==> src/rtl/nibble_addsub.sv <==
// rtl/nibble_addsub.sv - multi-cycle WIDTH-bit adder/subtractor, one nibble per clock
module nibble_addsub #(
  parameter int WIDTH = 16
) (
  input  logic             clk,
  input  logic             reset,
  input  logic             start,
  input  logic             sub,
  input  logic [WIDTH-1:0] a,
  input  logic [WIDTH-1:0] b,
  output logic             busy,
  output logic             done,
  output logic [WIDTH-1:0] sum,
  output logic             cout,
  output logic             ovf
);

  localparam int NIBS = WIDTH / 4;
  localparam int IW   = $clog2(NIBS);

  typedef enum logic {
    IDLE = 1'b0,
    RUN  = 1'b1
  } state_t;

  state_t           state;
  state_t           state_n;

  logic [WIDTH-1:0] op_a;
  logic [WIDTH-1:0] op_b;
  logic [WIDTH-1:0] part;
  logic [WIDTH-1:0] part_n;
  logic [IW-1:0]    idx;
  logic             carry;

  logic [IW+1:0]    base;
  logic [3:0]       nib_a;
  logic [3:0]       nib_b;
  logic [3:0]       p;
  logic [3:0]       g;
  logic [3:0]       c;
  logic [3:0]       sum_nib;
  logic             last;

  // Slice out the current nibble and form the lookahead carries and sum bits.
  // Carries are the two-level AND-OR form, so nothing ripples inside a cycle.
  always_comb begin
    base    = {idx, 2'b00};
    nib_a   = op_a[base +: 4];
    nib_b   = op_b[base +: 4];
    p       = nib_a ^ nib_b;
    g       = nib_a & nib_b;
    c[0]    = g[0] | (p[0] & carry);
    c[1]    = g[1] | (p[1] & g[0]) | (p[1] & p[0] & carry);
    c[2]    = g[2] | (p[2] & g[1]) | (p[2] & p[1] & g[0])
            | (p[2] & p[1] & p[0] & carry);
    c[3]    = g[3] | (p[3] & g[2]) | (p[3] & p[2] & g[1])
            | (p[3] & p[2] & p[1] & g[0])
            | (p[3] & p[2] & p[1] & p[0] & carry);
    sum_nib = p ^ {c[2:0], carry};
    part_n  = part;
    part_n[base +: 4] = sum_nib;
    last    = (idx == IW'(NIBS - 1));
  end

  // State register.
  always_ff @(posedge clk) begin
    if (reset) begin
      state <= IDLE;
    end else begin
      state <= state_n;
    end
  end

  // Next state: start is honoured only from IDLE; RUN ends after the top nibble.
  always_comb begin
    state_n = state;
    case (state)
      IDLE: if (start) state_n = RUN;
      RUN:  if (last)  state_n = IDLE;
      default: state_n = IDLE;
    endcase
  end

  // Operand capture and per-nibble accumulation. Subtraction is a + ~b + 1,
  // so b is inverted on capture and the carry is seeded with sub.
  always_ff @(posedge clk) begin
    if (reset) begin
      op_a  <= '0;
      op_b  <= '0;
      part  <= '0;
      idx   <= '0;
      carry <= 1'b0;
    end else if (state == IDLE) begin
      if (start) begin
        op_a  <= a;
        op_b  <= sub ? ~b : b;
        part  <= '0;
        idx   <= '0;
        carry <= sub;
      end
    end else begin
      part  <= part_n;
      carry <= c[3];
      idx   <= last ? '0 : idx + IW'(1);
    end
  end

  // Result registers: updated only on the completion edge, held otherwise.
  always_ff @(posedge clk) begin
    if (reset) begin
      done <= 1'b0;
      sum  <= '0;
      cout <= 1'b0;
      ovf  <= 1'b0;
    end else begin
      done <= 1'b0;
      if (state == RUN && last) begin
        done <= 1'b1;
        sum  <= part_n;
        cout <= c[3];
        ovf  <= c[3] ^ c[2];
      end
    end
  end

  assign busy = (state == RUN);

endmodule
==> config.mk <==
export PLATFORM = sky130hd
export DESIGN_NAME = nibble_addsub
export DESIGN_NICKNAME = d
export VERILOG_FILES = /design/src/rtl/nibble_addsub.sv
export SDC_FILE = /design/constraint.sdc
export NUM_CORES = 1
export LEC_CHECK = 0
export BUFFER_PORTS_ARGS = -buffer_cell sky130_fd_sc_hd__buf_4
export CORE_MARGIN = 1.5
export CORE_UTILIZATION = 50
export CTS_CLUSTER_DIAMETER = 80
export CTS_CLUSTER_SIZE = 12
export DETAILED_ROUTE_END_ITERATION = 6
export PLACE_DENSITY_LB_ADDON = 0.1
export SKIP_LAST_GASP = 1
export SLEW_MARGIN = 5
export SYNTH_ARGS = -nofsm -noshare
export SYNTH_HDL_FRONTEND = slang
export SYNTH_SLANG_ARGS = --single-unit
==> constraint.sdc <==
create_clock -name clk -period 8.3 [get_ports clk]
set_input_delay 0.83 -clock clk [delete_from_list [all_inputs] [get_ports clk]]
set_output_delay 0.83 -clock clk [all_outputs]
set_load 0.005 [all_outputs]
### Word level (Yosys, flattened, before mapping)

Index checks and enable logic that the tools add are counted.

| storage, ports and cells | value |
|---|---|
| register bits | 71 |
| input bits | 36 |
| output and inout port bits | 20 |
| logic and storage cells | 65 |

| cells by class | value |
|---|---|
| $add $sub $neg | 2 |
| equality and inequality tests | 1 |
| shift-type cells | 4 |
| mux-type cells | 13 |
| bitwise operators | 32 |
| reductions and logical operators | 3 |

Operators with widths:

| cell | count |
|---|---|
| 16-bit two-way mux | 3 |
| 16-bit by 5-bit variable part select with 4-bit output | 2 |
| 1-bit bitwise AND | 16 |
| 16-bit bitwise mux | 1 |
| 16-bit inverter | 1 |
| 4-bit by 6-bit variable shift with 16-bit output, first input constant | 1 |
| 4-bit by 6-bit variable part select with 16-bit output | 1 |
| 1-bit OR | 10 |
| 4-bit XOR | 2 |
| 2-bit two-way mux | 3 |
| 4-bit negator with 6-bit output | 1 |
| 1-bit two-way mux | 5 |
| 4-bit bitwise AND | 1 |
| 2-bit by 1-bit adder with 2-bit output, second input constant | 1 |
| 2-bit == test, second input constant | 1 |
| 1-bit case mux with 2 select lines | 1 |
| 2-bit AND reduction | 1 |
| 2-bit nonzero test | 1 |
| 1-bit logical AND | 1 |
| 1-bit inverter | 1 |
| 1-bit XOR | 1 |

### Longest topological paths before layout

Gate-level depths: netlist of run 1.

| depth | value |
|---|---|
| word-level depth | 10 |
| depth in mapped cells | 9 |

### Least setup slack after synthesis of run 1

Ideal clock, no wire load.

| path | value |
|---|---|
| path kind | register -> register |
| start | reg idx[0] |
| end | reg part[2] |
| library setup time | 0.088 ns |
| data arrival time | 2.644 ns |
| required time | 8.212 ns |
| setup slack | 5.568 ns |
| stages on the path, launching flop included | 9 |
| buffers on the path | 2 |
| clock period less this slack | 2.732 ns |
| path through | dfxtp_1 -> buf_4 -> buf_2 -> mux4_2 -> ha_1 -> a211oi_2 -> nor3_1 -> or3_4 -> a311oi_2 |

| on the way | value |
|---|---|
| word-level cells in the longest chain between the ends | 10 |
| elaborated cells between the ends (all ways) | 25 |
| classes of those cells | 1 x add/sub; 4 x shift; 2 x mux; 18 x bitwise |

RTL lines:

| element | line | text |
|---|---|---|
| from (decl) | 33 | `logic [IW-1:0] idx;` |
| from (signal assigned) | 105 | `idx <= last ? '0 : idx + IW'(1);` |
| 16-bit by 5-bit variable part select with 4-bit output, on equally long branches | 49, 50 |  |
| 4-bit XOR or 4-bit bitwise AND (tied branches) | 51, 52 |  |
| 1-bit bitwise AND, on equally long branches | 55, 56 |  |
| 1-bit OR (tied with other cells) | 55 | `c[2] = g[2] \| (p[2] & g[1]) \| (p[2] & p[1] & g[0])` |
| 1-bit OR or 1-bit bitwise AND (tied branches) | 55, 56 |  |
| 1-bit OR | 56 | `\| (p[2] & p[1] & p[0] & carry);` |
| 4-bit XOR | 60 | `sum_nib = p ^ {c[2:0], carry};` |
| 4-bit by 6-bit variable part select with 16-bit output | 62 | `part_n[base +: 4] = sum_nib;` |
| 16-bit bitwise mux (*) | 62 |  |
| 16-bit two-way mux (*) | 94 | `end else if (state == IDLE) begin` |
| to (signal assigned) | 103 | `part <= part_n;` |
| to (decl) | 31 | `logic [WIDTH-1:0] part;` |

Every way passes the cells marked *; elsewhere a longest branch is shown, timed or not.
A chain may end at the register's enable or synchronous reset.

### Final worst setup path of run 1

Ends and elaborated chain as after synthesis.

==> metrics, run 1 <==
initial DRC count=149; number of max-cap violations=0; top-level I/O count=56; Critical Path End Type=flop; number of instances resized during post-cts repair=0; post-synthesis cell count=392; largest net degree at the start of global routing=72; clock latency of the later-clocked register in the worst-skew pair=between 0.3 and 0.4 ns; antenna fix cells=0; timing-limited maximum frequency=362 MHz; post-route ant nets=0; Die ar.=7560 um2; global-route usage over all layers=0.216; number of buffers inserted to repair setup after CTS=0; part of the Yosys area used for sequential elements=0.403; port bufs=55; average wire per standard cell=14.1 um; multiplexer fraction of the synthesized cell area=0.0568; RSZ-0062 raised after global routing=no; Mapped Nets=440; Detailed Route WL=approximately 7600 um; switching share of power=0.263; top-area cell type share of the netlist area=0.403; worst-path maximum fanout=21; global-route wire length before repair=12,600 um; Pre-Repair DR Iteration Count=4; top flip-flop cell by instance count after synthesis=sky130_fd_sc_hd__dfxtp_1; Std-Cell Core Area=6790 um2; clk root buf=sky130_fd_sc_hd__clkbuf_8; combinational share of power=0.156; outcome=complete, no violations; total net switching power=0.210 mW; actual slew at the worst max-slew pin=0.873 ns; power density over cell area=191 nW/um2; count of flip-flops with a built-in enable after synthesis=0; HP Class=reg -> reg; total number of H-tree levels=3; post-layout util=0.614; critical path type=reg -> reg; Slew HR=0.418; RR Startpoint=idx[0]; hold-fix buffers at CTS=0; clock buffer count from CTS=9; number of remaining DRC errors=0; FFs w/ async S/R, synth=0; largest vdd supply drop=0.000115 V; number of warnings reported in the yosys synthesis log=0; FP Rows=30; vias post-DR=2,852; post-detailed-placement half-perimeter wirelength=between 5000 and 6000 um; worst setup path startpoint=idx[0]; required time of the critical path=8.56 ns; vertical extent of the die=86.9 um; max-slew violation total from the final report=0; proportion of layout cells with a drive suffix above 1=0.228; global route overflow=0; fraction of the mapped netlist area in compound gates=0.188; data arrival time of the critical path=~3 ns; number of nets at the end of the flow=482; sink count of the clock tree=71; Syn-to-layout area delta=18.4%; Final Skew=roughly 0.0094 ns; mean number of vias per cell=5.33; unique cell type count in the Yosys netlist=44; area share of fa/ha/maj cells after synthesis=0.0447; Chip Width=86.9 um; Final Hold Violating Endpoints=0; number of setup violations in the final report=0; flop-to-flop setup slack=5.54 ns; TritonCTS clock tree=yes; Worst Hold Launch=op_a[2]; xor-xnor portion of the synthesized cell area=0.0447; clock-pin slew reported for the worst setup and hold paths after clock tree synthesis=0.07 ns; sequential power share=0.459; vias in the first global route=2,667; commonest non-fill, non-tap cell in the layout=sky130_fd_sc_hd__dfxtp_1; cell accounting for the most synthesized area=sky130_fd_sc_hd__dfxtp_1; clock power share=0.385; weighted congestion at the end of routability-driven global placement=0.751; Final min period=2.76 ns; maximum clock path buffer count=2; static power due to leakage=around 1.6 nW; Setup TNS Final=0 ns; cell area after synthesis=3520 um2; post-synthesis average cell area=8.99 um2; Cell Int Power=0.589 mW; number of antenna violations at the first check in global routing=0; commonest non-fill, non-tap cells in the layout=71 x sky130_fd_sc_hd__dfxtp_1, 58 x sky130_fd_sc_hd__buf_4, 50 x sky130_fd_sc_hd__nor2_1, 43 x sky130_fd_sc_hd__nand2_1, 39 x sky130_fd_sc_hd__a21oi_1; combinational family with the most area after synthesis=simple AND/OR/NAND/NOR gates; critical path launch point type=flop; initial core utilization=0.519; post-synthesis register bit count=71; area fraction in and, or, nand and nor cells after synthesis=0.207; dominant cells by area after synthesis=sky130_fd_sc_hd__dfxtp_1 40%, sky130_fd_sc_hd__a21oi_1 5.5%, sky130_fd_sc_hd__nor2_1 5.4%; final cycle utilization of the critical path=0.332
critical path: stages (launching register included):
cell and delay, ns:
sky130_fd_sc_hd__dfxtp_1 0.31, sky130_fd_sc_hd__buf_4 0.28, sky130_fd_sc_hd__mux4_2 0.60, sky130_fd_sc_hd__ha_1 0.35, sky130_fd_sc_hd__a211oi_2 0.32, sky130_fd_sc_hd__nor3_1 0.14
sky130_fd_sc_hd__or3_4 0.42, sky130_fd_sc_hd__a311oi_2 0.23
area by class of cell:
class                      instances  area (um2)
tap                               96         120
multi-input combinational        278        1910
clock buffer                      11         141
clock inverter                     5        81.3
inverter                          16        60.1
fill                             607        2620
timing repair buffer              58         435
sequential                        71        1420
power by group through the flow:
| stage | combinational [mW] | sequential, mW | clock (mW) |
|---|---|---|---|
| 5_1_grt | 0.138 | 0.368 | 0.329 |
| 4_1_cts | 0.125 | 0.367 | 0.313 |
| 2_1_floorplan | 0.0929 | 0.372 | 0 |
| 6_report | 0.125 | 0.367 | 0.307 |
| 3_3_place_gp | 0.123 | 0.375 | 0 |
| 3_5_place_dp | 0.124 | 0.375 | 0 |
per-layer routing:
layer	GRT usage	wire (um)	up-vias
li1	-	-	1469
met1	0.275	3410	1305
met2	0.358	3650	69
met3	0.0607	378	9
met4	0.0630	110	0
met5	0	0	-
synthesized netlist by cell type (8+ instances only):
cell type and number:
sky130_fd_sc_hd__a211oi_1 19, sky130_fd_sc_hd__a21oi_1 39, sky130_fd_sc_hd__a311oi_2 8, sky130_fd_sc_hd__buf_2 11, sky130_fd_sc_hd__clkbuf_1 10, sky130_fd_sc_hd__dfxtp_1 71, sky130_fd_sc_hd__ha_1 11, sky130_fd_sc_hd__inv_1 15
sky130_fd_sc_hd__mux4_2 8, sky130_fd_sc_hd__nand2_1 43, sky130_fd_sc_hd__nand2b_1 9, sky130_fd_sc_hd__nand3_1 10, sky130_fd_sc_hd__nor2_1 51, sky130_fd_sc_hd__nor3_1 10, sky130_fd_sc_hd__xnor2_1 18
cells by family (layout without fill, tap and decap cells):
family / count (synthesis) / after routing
AO/OA/AOI/OAI: 92 / 92
XOR/XNOR: 18 / 18
adder cells (fa/ha/maj): 12 / 12
buffers and inverters: 43 / 90
flip-flops: 71 / 71
multiplexers: 10 / 10
AND/OR/NAND/NOR: 146 / 146
sequential cells by signal, summed over array words and instances, names as in the netlist:
register and flops:
op_b 16, part 16, cout 1, busy 1, done 1, ovf 1
carry 1, idx 2, op_a 16, sum 16
path summary, 6_finish.rpt:
check	to	cells past startpoint
worst max-delay path	part[2]	7
worst min-delay path	op_a[2]	2
worst max register to register	part[2]	7
worst min register to register	op_a[2]	2
per-stage QoR:
step	std cells	instance area (um2)	total power, mW	hold WS (ns)	setup slack, ns
floorplan	392	3520	0.464	0.433	5.57
global placement	519	3950	0.498	0.445	5.63
detailed placement	519	3950	0.499	0.448	5.60
CTS	535	4170	0.805	0.457	5.56
global route	535	4170	0.836	0.477	5.40
finish	535	4170	0.799	0.457	5.54
Note: power is estimated with default switching activity, not from simulation.
==> run 2: changes to the inputs <==
==> constraint.sdc (replaced) <==
create_clock -name clk -period 2.8 [get_ports clk]
set_input_delay 0.28 -clock clk [delete_from_list [all_inputs] [get_ports clk]]
set_output_delay 0.28 -clock clk [all_outputs]
set_load 0.005 [all_outputs]
==> run 2 against run 1 <==
- worst setup slack worse by 5.3 ns
- global-route usage rose by 1.0 points
- count of clock-buffer cells in the layout unchanged
- sequential power increased to 3.0 times the previous value
- critical path depth unchanged
- sequential cell count unchanged
==> metrics, run 2 (synthesis gave the netlist of run 1 again) <==
Buffers & Inverters on Critical Path=1 (unchanged); global route overflow=0 (unchanged); clock buffer count from CTS=9 (unchanged); Pre-Repair DR Iteration Count=4 (unchanged); largest net degree at the start of global routing=49 (-32%); Cell Count Post-Placement=526 (+1.3%); Final Hold Violating Endpoints=0 (unchanged); post-route ant nets=0 (unchanged); vias post-DR=2,916 (+2.2%); global-route wire length before repair=13,200 um (+4.4%); proportion of layout cells with a drive suffix above 1=0.242 (+0.0144); Die ar.=7560 um2 (unchanged); total number of H-tree levels=3 (unchanged); Worst Hold Launch=a[5]; global-route usage over all layers=0.227 (+0.0105); depth of the critical timing path with buffers and inverters included=7 (unchanged); Syn-to-layout area delta=19.9%; top-level I/O count=56 (unchanged); Final Skew=0.00715 ns (-0.00225 ns); R2R depth=7 (unchanged); Final min period=2.52 ns (-0.239 ns); Std-Cell Core Area=6790 um2 (unchanged); actual slew at the worst max-slew pin=0.592 ns (-0.281 ns); number of instances resized during post-cts repair=0 (unchanged); Critical Path End Type=flop; critical path type=reg -> reg; worst setup path startpoint=idx[0]; Min-Delay Path Depth=3 (+1); average wire per standard cell=14.4 um (+2.2%); mean number of vias per cell=5.38 (+0.92%); FP Rows=30 (unchanged); HP Class=in -> reg; slowest stage cell, crit path=sky130_fd_sc_hd__mux4_2; Post-Layout Cell Count=542 (+1.3%); number of remaining DRC errors=0 (unchanged); Chip Width=86.9 um (unchanged); data arrival time of the critical path=2.78 ns (-0.24 ns); Slew HR=0.604 (+0.186); Top Family by Delay on Critical Path=compound AO/OA/AOI/OAI gates; commonest non-fill, non-tap cell in the layout=sky130_fd_sc_hd__dfxtp_1; critical path launch point type=flop; static power due to leakage=1.66 nW (+2.2%); RSZ-0062 raised after global routing=no; largest vdd supply drop=0.000332 V (+190%); outcome=complete, no violations; TritonCTS clock tree=yes; antenna fix cells=0 (unchanged); port bufs=55 (unchanged); number of max-cap violations=0 (unchanged); commonest non-fill, non-tap cells in the layout=70 x sky130_fd_sc_hd__dfxtp_1, 65 x sky130_fd_sc_hd__buf_4, 50 x sky130_fd_sc_hd__nor2_1, 43 x sky130_fd_sc_hd__nand2_1, 39 x sky130_fd_sc_hd__a21oi_1; min setup slack post-route=0.279 ns (-5.26 ns); vertical extent of the die=86.9 um (unchanged); clk root buf=sky130_fd_sc_hd__clkbuf_8; timing-limited maximum frequency=397 MHz (+9.5%); sink count of the clock tree=71 (unchanged); power density over cell area=564 nW/um2 (+190%); vias in the first global route=2,840 (+6.5%); number of antenna violations at the first check in global routing=0 (unchanged); tightest hold margin=0.170 ns (-0.287 ns); weighted congestion at the end of routability-driven global placement=0.787 (+4.7%); clock-pin slew reported for the worst setup and hold paths after clock tree synthesis=0.08 ns (about the same); RR Startpoint=idx[0]; list of cells traversed by the critical path=buf_4, mux4_2, ha_1, a41oi_1, o21a_2, xnor2_1, o32ai_1; required time of the critical path=3.06 ns (-5.50 ns); Setup TNS Final=0 ns (unchanged); worst-path maximum fanout=7 (-67%); Detailed Route WL=7820 um (+3.5%); setup slack after placement=0.141 ns (-5.46 ns); post-detailed-placement half-perimeter wirelength=5540 um (+7.5%); maximum clock path buffer count=2 (unchanged); max incr delay on CP=0.49 ns (-0.11 ns); final cycle utilization of the critical path=0.900 (+0.568); max-slew violation total from the final report=0 (unchanged); number of buffers inserted to repair setup after CTS=0 (unchanged); initial DRC count=90 (-40%); number of setup violations in the final report=0 (unchanged); clock latency of the later-clocked register in the worst-skew pair=0.35 ns (about the same); initial core utilization=0.519 (unchanged); number of nets at the end of the flow=489 (+1.5%); hold-fix buffers at CTS=0 (unchanged)
[run 2: cell count changes in the layout (fill, tap and decap cells not counted)]
cell,before,now
sky130_fd_sc_hd__dfxtp_1,71,70
sky130_fd_sc_hd__dfxtp_2,0,1
sky130_fd_sc_hd__buf_4,58,65
[run 2: worst paths after layout]
check	to	slack, ns
worst min register to register	sum[0]	0.46
worst max register to register	sum[7]	0.28
worst min-delay path	op_a[5]	0.17
worst max-delay path	sum[7]	0.28
[run 2: routing by layer]
layer | wire length (um) | up-vias | track usage
li1 | - | 1486 | -
met1 | 3420 | 1339 | 0.262
met2 | 3850 | 76 | 0.385
met3 | 386 | 15 | 0.0701
met4 | 161 | 0 | 0.101
met5 | 0 | - | 0
[run 2: layout make-up]
| cell class | instances | area (um2) |
|---|---|---|
| fillers | 609 | 2570 |
| repair buffers | 65 | 488 |
| well taps | 96 | 120 |
| inverters | 16 | 60.1 |
| flip-flops and latches | 71 | 1420 |
| clock buffers | 11 | 141 |
| clock inverters | 5 | 81.3 |
| multi-input cells | 278 | 1910 |
[run 2: where the power goes]
group / leakage [nW] / switching [mW] / internal (mW)
Clock: 0.110 / 0.389 / 0.526
Sequential: 0.581 / 0.0322 / 1.06
Combinational: 0.966 / 0.208 / 0.168
[run 2: worst register-to-register path, cell delays in order, from the launching register on]
cell and delay, ns:
sky130_fd_sc_hd__dfxtp_2 0.44, sky130_fd_sc_hd__buf_4 0.18, sky130_fd_sc_hd__mux4_2 0.49, sky130_fd_sc_hd__ha_1 0.34
sky130_fd_sc_hd__a41oi_1 0.26, sky130_fd_sc_hd__o21a_2 0.27, sky130_fd_sc_hd__xnor2_1 0.15, sky130_fd_sc_hd__o32ai_1 0.30
[run 2: stage by stage]
| stage | power (mW) | util | area (um2) |
|---|---|---|---|
| after CTS | 2.40 | 0.622 | 4220 |
| after detailed placement | 1.49 | 0.589 | 4000 |
| final | 2.38 | 0.622 | 4220 |
| after floorplan | 1.38 | - | 3520 |
| after global placement | 1.48 | 0.589 | 4000 |
| after global routing | 2.49 | 0.622 | 4220 |
